===== config.mk =====
export PLATFORM = sky130hd
export DESIGN_NAME = goc_rx_flat
export DESIGN_NICKNAME = d
export VERILOG_FILES = /design/src/rtl/goc_rx_pkg.sv /design/src/rtl/goc_rx_if.sv /design/src/rtl/goc_edge_sync.sv /design/src/rtl/goc_rx.sv /design/src/flat_wrapper.sv
export SDC_FILE = /design/constraint.sdc
export NUM_CORES = 1
export LEC_CHECK = 0
export CAP_MARGIN = 20
export CORE_MARGIN = 3
export CORE_UTILIZATION = 25
export CTS_CLUSTER_DIAMETER = 150
export CTS_CLUSTER_SIZE = 14
export DETAILED_ROUTE_END_ITERATION = 7
export PLACE_DENSITY_LB_ADDON = 0.3
export SYNTH_ARGS = -nofsm -noshare
export SYNTH_HDL_FRONTEND = slang
export SYNTH_SLANG_ARGS = --single-unit

===== constraint.sdc =====
create_clock -name clk -period 4.4 [get_ports clk]
set_clock_uncertainty 0.2 [all_clocks]
set_input_delay 0.88 -clock clk [delete_from_list [all_inputs] [get_ports clk]]
set_output_delay 0.88 -clock clk [all_outputs]
set_load 0.02 [all_outputs]

===== src/rtl/goc_rx_pkg.sv =====
// Shared definitions for the GOC receive path: state encodings and default sizes.
package goc_rx_pkg;

    localparam int GOC_CNT_W       = 22;
    localparam int GOC_SYNC_STAGES = 2;

    typedef enum logic [2:0] {
        ST_IDLE      = 3'd0,
        ST_HIGH      = 3'd1,
        ST_LOW       = 3'd2,
        ST_END       = 3'd3,
        ST_ABORT     = 3'd4,
        ST_WAIT_IDLE = 3'd5
    } goc_rx_state_e;

endpackage


===== src/rtl/goc_rx_if.sv =====
// Framed byte stream from the GOC receiver towards the bus_interface / ICE message path.
interface goc_rx_if;

    logic [7:0] rx_data;
    logic       rx_data_valid;
    logic       rx_frame_valid;
    logic       rx_frame_done;
    logic       rx_frame_err;

    modport master (
        output rx_data,
        output rx_data_valid,
        output rx_frame_valid,
        output rx_frame_done,
        output rx_frame_err
    );

    modport slave (
        input rx_data,
        input rx_data_valid,
        input rx_frame_valid,
        input rx_frame_done,
        input rx_frame_err
    );

endinterface


===== src/rtl/goc_edge_sync.sv =====
// Metastability synchroniser for an asynchronous GOC pad, polarity removal and
// registered rise/fall strobes aligned with the registered line level.
module goc_edge_sync #(
    parameter int SYNC_STAGES = 2
) (
    input  logic clk,
    input  logic reset,
    input  logic pad,
    input  logic polarity,
    output logic level,
    output logic rise,
    output logic fall
);

    logic [SYNC_STAGES-1:0] sync_q;
    logic                   line;

    assign line = sync_q[SYNC_STAGES-1] ^ polarity;

    always_ff @(posedge clk) begin
        if (reset) begin
            sync_q <= '0;
            level  <= 1'b0;
            rise   <= 1'b0;
            fall   <= 1'b0;
        end else begin
            // NOTE: non-blocking assignments let every flop sample the pre-edge value, which is what makes this a shift chain.
            sync_q <= {sync_q[SYNC_STAGES-2:0], pad};
            level  <= line;
            rise   <= line & ~level;
            fall   <= ~line & level;
        end
    end

endmodule


===== src/rtl/goc_rx.sv =====
// GOC PWM receiver: measures high/low time of each bit, rebuilds bytes MSB-first and
// frames them, with an idle-low line closing the frame.
module goc_rx
    import goc_rx_pkg::*;
#(
    parameter int CNT_W       = GOC_CNT_W,
    parameter int SYNC_STAGES = GOC_SYNC_STAGES
) (
    input  logic             clk,
    input  logic             reset,
    input  logic             GOC_PAD_IN,
    input  logic             goc_polarity,
    input  logic [CNT_W-1:0] goc_timeout,
    input  logic [CNT_W-1:0] goc_min_pulse,
    goc_rx_if.master         rx
);

    localparam logic [CNT_W-1:0] CNT_MAX  = '1;
    localparam logic [CNT_W-1:0] CNT_ONE  = {{(CNT_W-1){1'b0}}, 1'b1};
    localparam int               SETTLE_W = $clog2(SYNC_STAGES + 3);
    localparam logic [SETTLE_W-1:0] SETTLE_MAX = SETTLE_W'(SYNC_STAGES + 2);
    localparam logic [SETTLE_W-1:0] SETTLE_ONE = SETTLE_W'(1);

    logic level, rise, fall;

    goc_edge_sync #(.SYNC_STAGES(SYNC_STAGES)) u_edge_sync (
        .clk      (clk),
        .reset    (reset),
        .pad      (GOC_PAD_IN),
        .polarity (goc_polarity),
        .level    (level),
        .rise     (rise),
        .fall     (fall)
    );

    goc_rx_state_e       state;
    logic [CNT_W-1:0]    hi_cnt, lo_cnt;
    logic [CNT_W:0]      ref_period;
    logic [7:0]          shreg;
    logic [2:0]          bit_cnt;
    logic                have_period;
    logic                done_pend;
    logic [SETTLE_W-1:0] settle_cnt;

    logic [CNT_W-1:0] timeout_eff, hi_inc, lo_inc;
    logic [CNT_W:0]   period_sum;
    logic             glitch_hi, glitch_lo, settled;
    logic             rise_bit, end_bit;
    logic [7:0]       rise_byte, end_byte;

    assign timeout_eff = (goc_timeout == '0) ? CNT_ONE : goc_timeout;
    assign hi_inc      = (hi_cnt == CNT_MAX) ? hi_cnt : hi_cnt + CNT_ONE;
    assign lo_inc      = (lo_cnt == CNT_MAX) ? lo_cnt : lo_cnt + CNT_ONE;
    assign glitch_hi   = (goc_min_pulse != '0) && (hi_cnt < goc_min_pulse);
    assign glitch_lo   = (goc_min_pulse != '0) && (lo_cnt < goc_min_pulse);
    // Two saturated CNT_W counters always fit in CNT_W+1 bits, so the sum cannot wrap.
    assign period_sum  = {1'b0, hi_cnt} + {1'b0, lo_cnt};
    assign rise_bit    = hi_cnt > lo_cnt;
    assign end_bit     = {hi_cnt, 1'b0} > ref_period;
    assign rise_byte   = {shreg[6:0], rise_bit};
    assign end_byte    = {shreg[6:0], end_bit};
    assign settled     = settle_cnt == SETTLE_MAX;

    // Covers the synchroniser fill after reset: a line seen high in this window was high at release.
    always_ff @(posedge clk) begin
        if (reset) begin
            settle_cnt <= '0;
        end else if (!settled) begin
            settle_cnt <= settle_cnt + SETTLE_ONE;
        end
    end

    always_ff @(posedge clk) begin
        if (reset) begin
            state             <= ST_IDLE;
            hi_cnt            <= '0;
            lo_cnt            <= '0;
            ref_period        <= '0;
            shreg             <= '0;
            bit_cnt           <= '0;
            have_period       <= 1'b0;
            done_pend         <= 1'b0;
            rx.rx_data        <= 8'h00;
            rx.rx_data_valid  <= 1'b0;
            rx.rx_frame_valid <= 1'b0;
            rx.rx_frame_done  <= 1'b0;
            rx.rx_frame_err   <= 1'b0;
        end else begin
            rx.rx_data_valid <= 1'b0;
            rx.rx_frame_done <= 1'b0;
            rx.rx_frame_err  <= 1'b0;

            unique case (state)
                ST_IDLE: begin
                    if (done_pend) begin
                        rx.rx_frame_done <= 1'b1;
                        done_pend        <= 1'b0;
                    end
                    if (!settled) begin
                        if (level || rise) begin
                            state  <= ST_WAIT_IDLE;
                            lo_cnt <= '0;
                        end
                    end else if (rise) begin
                        state             <= ST_HIGH;
                        rx.rx_frame_valid <= 1'b1;
                        hi_cnt            <= CNT_ONE;
                        lo_cnt            <= '0;
                        ref_period        <= '0;
                        have_period       <= 1'b0;
                        shreg             <= '0;
                        bit_cnt           <= '0;
                    end
                end

                ST_HIGH: begin
                    if (fall) begin
                        if (glitch_hi) begin
                            state <= ST_ABORT;
                        end else begin
                            state  <= ST_LOW;
                            lo_cnt <= CNT_ONE;
                        end
                    end else if (hi_cnt >= timeout_eff) begin
                        state <= ST_ABORT;
                    end else begin
                        hi_cnt <= hi_inc;
                    end
                end

                ST_LOW: begin
                    if (rise) begin
                        if (glitch_lo) begin
                            state <= ST_ABORT;
                        end else begin
                            shreg       <= rise_byte;
                            bit_cnt     <= bit_cnt + 3'd1;
                            ref_period  <= period_sum;
                            have_period <= 1'b1;
                            hi_cnt      <= CNT_ONE;
                            lo_cnt      <= '0;
                            state       <= ST_HIGH;
                            if (bit_cnt == 3'd7) begin
                                rx.rx_data       <= rise_byte;
                                rx.rx_data_valid <= 1'b1;
                            end
                        end
                    end else if (lo_cnt >= timeout_eff) begin
                        state <= ST_END;
                    end else begin
                        lo_cnt <= lo_inc;
                    end
                end

                ST_END: begin
                    if (have_period && bit_cnt == 3'd7) begin
                        rx.rx_data       <= end_byte;
                        rx.rx_data_valid <= 1'b1;
                        done_pend        <= 1'b1;
                    end else begin
                        rx.rx_frame_err <= 1'b1;
                    end
                    rx.rx_frame_valid <= 1'b0;
                    shreg             <= '0;
                    bit_cnt           <= '0;
                    have_period       <= 1'b0;
                    state             <= ST_IDLE;
                end

                ST_ABORT: begin
                    rx.rx_frame_err   <= 1'b1;
                    rx.rx_frame_valid <= 1'b0;
                    shreg             <= '0;
                    bit_cnt           <= '0;
                    have_period       <= 1'b0;
                    lo_cnt            <= '0;
                    state             <= ST_WAIT_IDLE;
                end

                ST_WAIT_IDLE: begin
                    if (level || fall) begin
                        lo_cnt <= '0;
                    end else if (lo_cnt >= timeout_eff) begin
                        state <= ST_IDLE;
                    end else begin
                        lo_cnt <= lo_inc;
                    end
                end

                default: state <= ST_IDLE;
            endcase
        end
    end

endmodule


===== src/flat_wrapper.sv =====
// flat-port wrapper written by rule: the top's interface ports become plain ports
module goc_rx_flat import goc_rx_pkg::*;
#(
    parameter int CNT_W       = GOC_CNT_W,
    parameter int SYNC_STAGES = GOC_SYNC_STAGES
)
  (clk, reset, GOC_PAD_IN, goc_polarity, goc_timeout, goc_min_pulse, rx_rx_data, rx_rx_data_valid, rx_rx_frame_valid, rx_rx_frame_done, rx_rx_frame_err);
  goc_rx_if rx_i ();
  input  logic clk;
  input  logic reset;
  input  logic GOC_PAD_IN;
  input  logic goc_polarity;
  input  logic [CNT_W-1:0] goc_timeout;
  input  logic [CNT_W-1:0] goc_min_pulse;
  output wire logic [$bits(rx_i.rx_data)-1:0] rx_rx_data;
  output wire logic [$bits(rx_i.rx_data_valid)-1:0] rx_rx_data_valid;
  output wire logic [$bits(rx_i.rx_frame_valid)-1:0] rx_rx_frame_valid;
  output wire logic [$bits(rx_i.rx_frame_done)-1:0] rx_rx_frame_done;
  output wire logic [$bits(rx_i.rx_frame_err)-1:0] rx_rx_frame_err;
  assign rx_rx_data = rx_i.rx_data;
  assign rx_rx_data_valid = rx_i.rx_data_valid;
  assign rx_rx_frame_valid = rx_i.rx_frame_valid;
  assign rx_rx_frame_done = rx_i.rx_frame_done;
  assign rx_rx_frame_err = rx_i.rx_frame_err;
  goc_rx #(.CNT_W(CNT_W), .SYNC_STAGES(SYNC_STAGES)) u_core (.clk(clk), .reset(reset), .GOC_PAD_IN(GOC_PAD_IN), .goc_polarity(goc_polarity), .goc_timeout(goc_timeout), .goc_min_pulse(goc_min_pulse), .rx(rx_i));
endmodule

---- Word level (Yosys, flattened, before mapping) ----
Cells that the tools add are included.
word-level totals
  register bits ........................... 102
  output and inout bits ................... 12
  logic and storage cells ................. 157
cells by class
  magnitude comparators ................... 6
  reductions and logical operators ........ 25
  equality and inequality tests ........... 27
  bitwise gates (word level) .............. 6
  multiplexer cells ....................... 70
  $add $sub $neg .......................... 5
operators with widths
  kind                                                             count
  22-bit two-way mux                                               18
  22-bit case mux with 5 select lines                              1
  23-bit two-way mux                                               4
  22-bit case mux with 3 select lines                              1
  23-bit case mux with 2 select lines                              1
  3-bit two-way mux                                                15
  22-bit by 1-bit adder with 22-bit output, second input constant  2
  22-bit equality test, second input constant                      2
  22-bit greater-or-equal comparator                               2
  22-bit < comparator                                              2
  8-bit two-way mux                                                4
  7-bit two-way mux                                                4
  22-bit by 22-bit adder with 23-bit output                        1
  23-bit > comparator                                              1
  22-bit > comparator                                              1
  22-bit logical NOT                                               1
  22-bit nonzero test                                              1
  7-bit case mux with 3 select lines                               1
  2-bit != test, second input constant                             9
  8-bit case mux with 2 select lines                               1
  3-bit case mux with 5 select lines                               1
  5-bit AND reduction                                              3
  1-bit two-way mux                                                13
  3-bit equality test, second input constant                       4
  24 further kinds                                                 46

---- Logic depth before layout (Yosys ltp) ----
Gate-level depths: netlist of the first run.
  depth in word-level cells ............... 6
  gate-level depth with buffers ........... 13
  gate-level depth less buffers ........... 12

---- Cells and area by module ----
A second synthesis of the first run with hierarchy kept.
unflattened totals
  cell total of the unflattened synthesis .. 1112
  area total of the unflattened synthesis .. 8811.0 um2
by module, submodules not included
  module         sequential area each (um2)  area each (um2)  instances  cells each
  goc_rx         1941.9                      8672.1           1          1101
  goc_edge_sync  100.1                       138.9            1          11

---- Worst setup path before layout of the first run ----
No wires, ideal clock.
  path type ............................... input -> register
  start ................................... input port goc_timeout[1]
  end ..................................... register u_core.lo_cnt[4]
  setup slack ............................. 0.406 ns
  stages .................................. 13
  data required time ...................... 4.113 ns
  library setup time ...................... 0.087 ns
  arrival ................................. 3.707 ns
  cells stage by stage .................... nor4_1 -> nand4_1 -> o41ai_1 -> ha_1 -> nand2b_1 -> a211oi_1 -> o21ai_0 -> a211o_1 -> a21oi_2 -> nand4_1 -> buf_2 -> or4_1 -> o31ai_1
between the ends
  word-level cells in the longest chain between the ends .. 6
  elaborated cells between the ends (all ways) .. 7
  those cells by class .................... order compare (1); mux (5); reduce/logical (1)
ends and longest elaborated chain
  item                                     RTL line                      source
  from (decl)                              flat_wrapper.sv:13            input logic [CNT_W-1:0] goc_timeout;
  22-bit logical NOT                       goc_rx.sv:51                  assign timeout_eff = (goc_timeout == '0) ? CNT_ONE : goc_timeout;
  22-bit two-way mux (*)                   goc_rx.sv:51
  22-bit greater-or-equal comparator (*)   goc_rx.sv:148, goc_rx.sv:183
  22-bit two-way mux (*)                   -
  22-bit two-way mux (on tied branches)    -
  22-bit case mux with 5 select lines (*)  -
  to (signal assigned)                     goc_rx.sv:151                 lo_cnt <= lo_inc;
  to (signal assigned)                     goc_rx.sv:186                 lo_cnt <= lo_inc;
  to (decl)                                goc_rx.sv:37                  logic [CNT_W-1:0] hi_cnt, lo_cnt;
Every way passes the cells marked *; elsewhere a longest branch is shown, timed or not.
A chain may end at the register's enable or synchronous reset.

---- Final worst setup path of the first run ----
  start ................................... input port goc_timeout[10]
  end ..................................... register u_core.lo_cnt[17]
The elaborated chain is that of the path after synthesis.

==> flow_summary.toml, run 1 <==
[global_routing]
grt_overflow = 0
first_global_vias = 8259
grt_pass1_wl_um = 45800
grt_max_degree = 48
grtUsageTotal_pct = 15.2
antenna_found_initial = 0

[logic_synthesis]
yosysWarningCount = 0
syn-num-nets = 1304
netlist_top_cells_count = "ha_1 (158), inv_1 (115), dfxtp_1 (102)"
synth_edf_count = 0
synthArstFlopShare_pct = 0
yosys.area.top_type = "dfxtp_1"
synth.avg_cell_area_um2 = 8.15
seq_area_frac_synth_pct = 22.9
synth.area.top_cells = "dfxtp_1 (23%), ha_1 (22%), inv_1 (4.8%)"
synth_most_common_cell = "ha_1"
synthFlopType = "dfxtp_1"
netlist-cell-type-count = 78
netlist_area_mm2 = 0.00894
ys_ff_latch = 102
syn_inst = 1097
yosysTopAreaCellShare_pct = 22.9

[final_layout]
regArea_mm2 = 0.00204
final_util_pct = 31.1
n_antenna_cell = 0
multi_input_area_mm2 = 0.00636
final_cells = 1645
drive_gt1_share_pct = 9.24
synthToLayoutAreaGrowth_pct = 21.3
num-nets-final = 1392
nFillCells = 3736

[placement]
post-place-cells = 1624
place_ws_ns = -0.527
dp_hpwl_um = 23300
globalplace.congestion = 0.867
io_buffers = 59

[sta]
timing.final.crit_share_pct = 93.8
fmax_mhz = 242
rsz0062_at_grt = "false"
setup_viol = 0
fin_crit_ns = 4.13
setup_ws_ns = 0.272
maxSlewHeadroom_pct = 60.9
tightest_slew_ns = 0.577
hold_violations = 0
finalMaxSlewViolations = 0

[floorplanning]
die-area_mm2 = 0.0380
die_width_um = 195
io_pins = 60
core_area_mm2 = 0.0349
dieHeight_um = 195
initial_core_util_pct = 25.6
row_count = 68

[power]
p_sw_uw = 956
cellLeakagePower_nw = 4.87
switching_share_pct = 36.6
combPwrFrac_pct = 29.3
cellPowerDensity_mw_per_mm2 = 241
peakVddDrop_mv = 0.147
finalPower_mw = 2.61
seqPwrFrac_pct = 39.0
internal-power_mw = 1.66
clkPwrFrac_pct = 31.7

[clock_network]
clockBufferDepth = 2
htreeDepth = 3
worst_skew_pair.late_latency_ns = 0.37
clock-sinks = 102
path_clk_slew_ns = 0.08
cts_root_buffer = "clkbuf_16"
cts_tree = "built"
cts_buffers = 9
hold_buffers = 0

[route]
routed_via_density = 5.18
drtIter0Drc = 516
ant_nets = 0
num_vias = 8522
first_pass_iters = 5
wl_per_cell_um = 17.9
wl_um = 29400
drc = 0

[critical_path]
cp.required_ns = 4.50
crit_fanout = 8
worst_setup_path_start_kind = "primary input"
worstPathArrival_ns = 4.23
end_kind = "flip-flop"
crit_type = "primary input to flip-flop"

[worst_hold_path]
hold_path_class = "flip-flop to flip-flop"

[outcome]
status = "finished clean"

[job]
cap_violations = 0
state kept, by name, summed over array words and instances, names as in the netlist:
name	count
u_core.have_period	1
u_core.rx.rx_frame_valid	1
u_core.rx.rx_frame_done	1
u_core.bit_cnt	3
u_core.rx.rx_data	8
u_core.lo_cnt	22
u_core.u_edge_sync.sync_q	2
u_core.settle_cnt	3
u_core.u_edge_sync.level	1
u_core.done_pend	1
u_core.u_edge_sync.rise	1
u_core.state	3
u_core.rx.rx_frame_err	1
u_core.hi_cnt	22
u_core.ref_period	23
u_core.u_edge_sync.fall	1
u_core.shreg	7
u_core.rx.rx_data_valid	1
through the flow:
stage	hold slack, ns	setup TNS [ns]	cell area (um^2)
2_1_floorplan	0.214	0	8940
4_1_cts	0.239	0	10700
5_1_grt	0.257	0	10800
6_report	0.240	0	10800
3_3_place_gp	0.217	-14.93	10400
3_5_place_dp	0.220	-17.78	10400
kinds of logic (layout without fill, tap and decap cells):
family	Yosys count	count (layout)	share of synthesized area (%)
adders and majority gates	159	159	22.3
and+or+nand+nor	330	330	19.3
buffers and inverters	160	253	6.97
AOI/OAI and AO/OA	311	311	24.9
DFF	102	102	22.9
xor gates and xnor gates	20	20	1.96
muxes	15	15	1.69
path summary, 6_finish.rpt:
path	startpoint	endpoint	slack (ns)	cells past startpoint
max	goc_timeout[10]	u_core.lo_cnt[17]$_SDFFE_PP0P_	0.27	15
min	u_core.u_edge_sync.sync_q[0]$_SDFF_PP0_	u_core.u_edge_sync.sync_q[1]$_SDFF_PP0_	0.24	1
max reg2reg	u_core.hi_cnt[19]$_SDFFE_PP0P_	u_core.lo_cnt[4]$_SDFFE_PP0P_	0.91	11
min reg2reg	u_core.u_edge_sync.sync_q[0]$_SDFF_PP0_	u_core.u_edge_sync.sync_q[1]$_SDFF_PP0_	0.24	1
power by group through the flow:
stage / Sequential [mW] / Combinational (mW) / Clock [mW]
finish: 1.02 / 0.765 / 0.830
global route: 1.03 / 0.837 / 0.883
CTS: 1.02 / 0.759 / 0.853
detailed placement: 1.04 / 0.755 / 0
global placement: 1.04 / 0.746 / 0
floorplan: 1.00 / 0.486 / 0
routing by layer:
layer | up-vias | routed length (um) | GRT usage [%]
met2 | 161 | 13600 | 25.4
met4 | 0 | 1360 | 7.02
met5 | - | 0 | 0
met1 | 4047 | 13600 | 19.4
li1 | 4266 | - | -
met3 | 48 | 935 | 2.05
cells in the final DEF, fill, tap and decap left out, types with 14 or more instances in the layout:
master,count
o21ai_0,28
a22oi_1,14
or4_1,15
nor2_1,66
nand2_1,68
nor3_1,25
xnor2_1,17
dfxtp_1,102
ha_1,158
o2111ai_1,16
nand2b_1,19
inv_1,115
nand3_1,29
a21o_1,30
nor2b_1,16
a21oi_1,72
buf_4,53
dlymetal6s2s_1,15
nand4_1,34
mux2i_1,14
o31ai_1,23
clkdlybuf4s50_1,43
worst max-delay path, cell delays in order:
cell	delay (ns)
clkdlybuf4s50_1	0.44
nor4_2	0.14
nand4_1	0.17
o41ai_2	0.29
buf_4	0.16
ha_1	0.21
nand2b_1	0.15
a211oi_2	0.18
o21ai_1	0.09
a211o_1	0.33
a21oi_2	0.18
nand4_1	0.18
buf_6	0.21
or4_4	0.47
a21oi_2	0.14
repair_timing:
item / 4_1_cts / 5_1_grt
setup buffers: 3 / 1
resized for setup: 5 / 28
hold endpoints to repair: 0 / 0
pin swaps: 1 / 14
setup endpoints to repair: 33 / 43
cloned: 0 / 1
cell type report:
| cell class | instances | area share (%) |
|---|---|---|
| clock inverters | 7 | 0.716 |
| clock buffers | 9 | 2.08 |
| repair buffers | 119 | 10.3 |
| inverters | 118 | 4.09 |
| flip-flops and latches | 102 | 18.8 |
| multi-input cells | 835 | 58.7 |
| well taps | 455 | 5.25 |
(Power assumes the default switching activity.)
==> inputs of run 2 (changes only) <==
CAP_MARGIN = default   (was 20)
CORE_UTILIZATION = 55   (was 25)
==> flow_summary.toml, run 2 (synthesized netlist as in run 1, its figures left out) <==
[final_layout]
reg_top3 = "u_core.ref_period: 23 flops, u_core.hi_cnt: 22 flops, u_core.lo_cnt: 22 flops"
top_register = "u_core.ref_period"
multi_input_area_mm2 = 0.00635
n_antenna_cell = 0
num-nets-final = 1377
regArea_mm2 = 0.00204
synthToLayoutAreaGrowth_pct = 16.3
final_common_cell = "ha_1"
drive_gt1_share_pct = 8.09
final_cells = 1386
nFillCells = 1307
largest_register_ffs = 23
final_cell_mix = "ha_1 (158), inv_1 (115), dfxtp_1 (102)"

[route]
wl_um = 26400
drc = 0
wl_per_cell_um = 19.0
ant_nets = 0
drtIter0Drc = 954
first_pass_iters = 8
num_vias = 8793
routed_via_density = 6.34

[global_routing]
grt_overflow = 0
first_global_vias = 8164
antenna_found_initial = 0
grt_pass1_wl_um = 41700
grt_max_degree = 46
grtUsageTotal_pct = 29.0

[clock_network]
cts_root_buffer = "clkbuf_16"
cts_tree = "built"
worst_skew_pair.late_latency_ns = 0.37
clockBufferDepth = 2
htreeDepth = 3
clock-sinks = 102
cts_buffers = 9
path_clk_slew_ns = 0.08

[placement]
post-place-cells = 1369
globalplace.congestion = 0.946
io_buffers = 59
dp_hpwl_um = 20400

[sta]
setup_viol = 0
timing.final.crit_share_pct = 97.1
whs_ns = 0.244
maxSlewHeadroom_pct = 37.9
fin_crit_ns = 4.27
fmax_mhz = 234
tightest_slew_ns = 0.928
hold_violations = 0
finalMaxSlewViolations = 0

[critical_path]
crit_type = "primary input to flip-flop"
crit_buf_inv = 3
end_kind = "flip-flop"
crit_slowest_cell = "clkdlybuf4s50_1"
cp_top_family = "compound AO/OA/AOI/OAI gates"
crit_path_cell_trace = "clkdlybuf4s50_1 > nor4_2 > nand4_1 > o41ai_2 > buf_4 > ha_1 > nand2b_1 > a211oi_2 > o21ai_1 > a211o_1 > a21oi_2 > nand4_1 > buf_2 > o31ai_1 > a21oi_2"
crit_fanout = 7
cp_slowest_stage_delay_ns = 0.44
worstPathArrival_ns = 4.30
worst_setup_path_start_kind = "primary input"
cp.required_ns = 4.43

[power]
finalPower_mw = 2.58
cellLeakagePower_nw = 4.78
cellPowerDensity_mw_per_mm2 = 248
peakVddDrop_mv = 0.256

[floorplanning]
die_width_um = 133
row_count = 45
dieHeight_um = 133
initial_core_util_pct = 57.5
die-area_mm2 = 0.0178
core_area_mm2 = 0.0155
io_pins = 60

[outcome]
status = "finished clean"

[job]
cap_violations = 0

[worst_hold_path]
hold_path_class = "flip-flop to flip-flop"
==> run 2: cell types whose count changed in the layout (fill, tap and decap cells not counted), sizes merged <==
cell / delta
clkinv: -2
inv: +2
clkinvlp: -1
dlymetal6s2s: -2
clkdlybuf4s50: +2
buf: -15
clkbuf: +1
==> run 2: area by class of cell <==
cell class	instances	area share, %
tap	211	2.54
timing repair buffer	104	9.57
clock buffer	10	2.30
sequential	102	19.6
inverter	118	4.26
multi-input combinational	835	61.1
clock inverter	6	0.554
==> run 2: stage by stage <==
step | TNS, ns | instance area (um^2) | setup WS, ns | util [%]
after global placement | -8.80 | 9980 | -0.260 | 64.3
after CTS | 0 | 10300 | 0.0106 | 66.2
final | 0 | 10400 | 0.127 | 66.9
after detailed placement | -14.00 | 9980 | -0.416 | 64.3
after global routing | -0.0224 | 10400 | -0.0224 | 66.9
after floorplan | 0 | 8940 | 0.406 | -
==> run 2: timing repair <==
action | 4_1_cts | 5_1_grt
endpoints found under the setup margin | 21 | 41
hold buffers | 0 | 0
gates cloned | 0 | 1
pin swaps | 1 | 12
setup buffers | 0 | 0
gates resized for setup | 2 | 26
==> run 2: final timing paths <==
kind / from / to / slack [ns] / depth (start not counted)
max: goc_timeout[14] / u_core.lo_cnt[10]$_SDFFE_PP0P_ / 0.13 / 15
min: u_core.u_edge_sync.sync_q[0]$_SDFF_PP0_ / u_core.u_edge_sync.sync_q[1]$_SDFF_PP0_ / 0.24 / 1
max reg2reg: u_core.lo_cnt[12]$_SDFFE_PP0P_ / u_core.hi_cnt[2]$_SDFFE_PP0P_ / 0.86 / 9
min reg2reg: u_core.u_edge_sync.sync_q[0]$_SDFF_PP0_ / u_core.u_edge_sync.sync_q[1]$_SDFF_PP0_ / 0.24 / 1
==> run 2: routing by layer <==
metal  global-route usage [%]  vias to the layer above  wire (um)
li1                         -                     4231          -
met5                        0                        -          0
met4                     12.6                        0       1160
met2                     47.0                      379      11900
met1                     38.0                     4109      11400
met3                     4.95                       74       1920
==> run 2: where the power goes <==
group          switching, mW  internal, mW
Clock                  0.408         0.416
Sequential            0.0653         0.950
Combinational          0.445         0.295
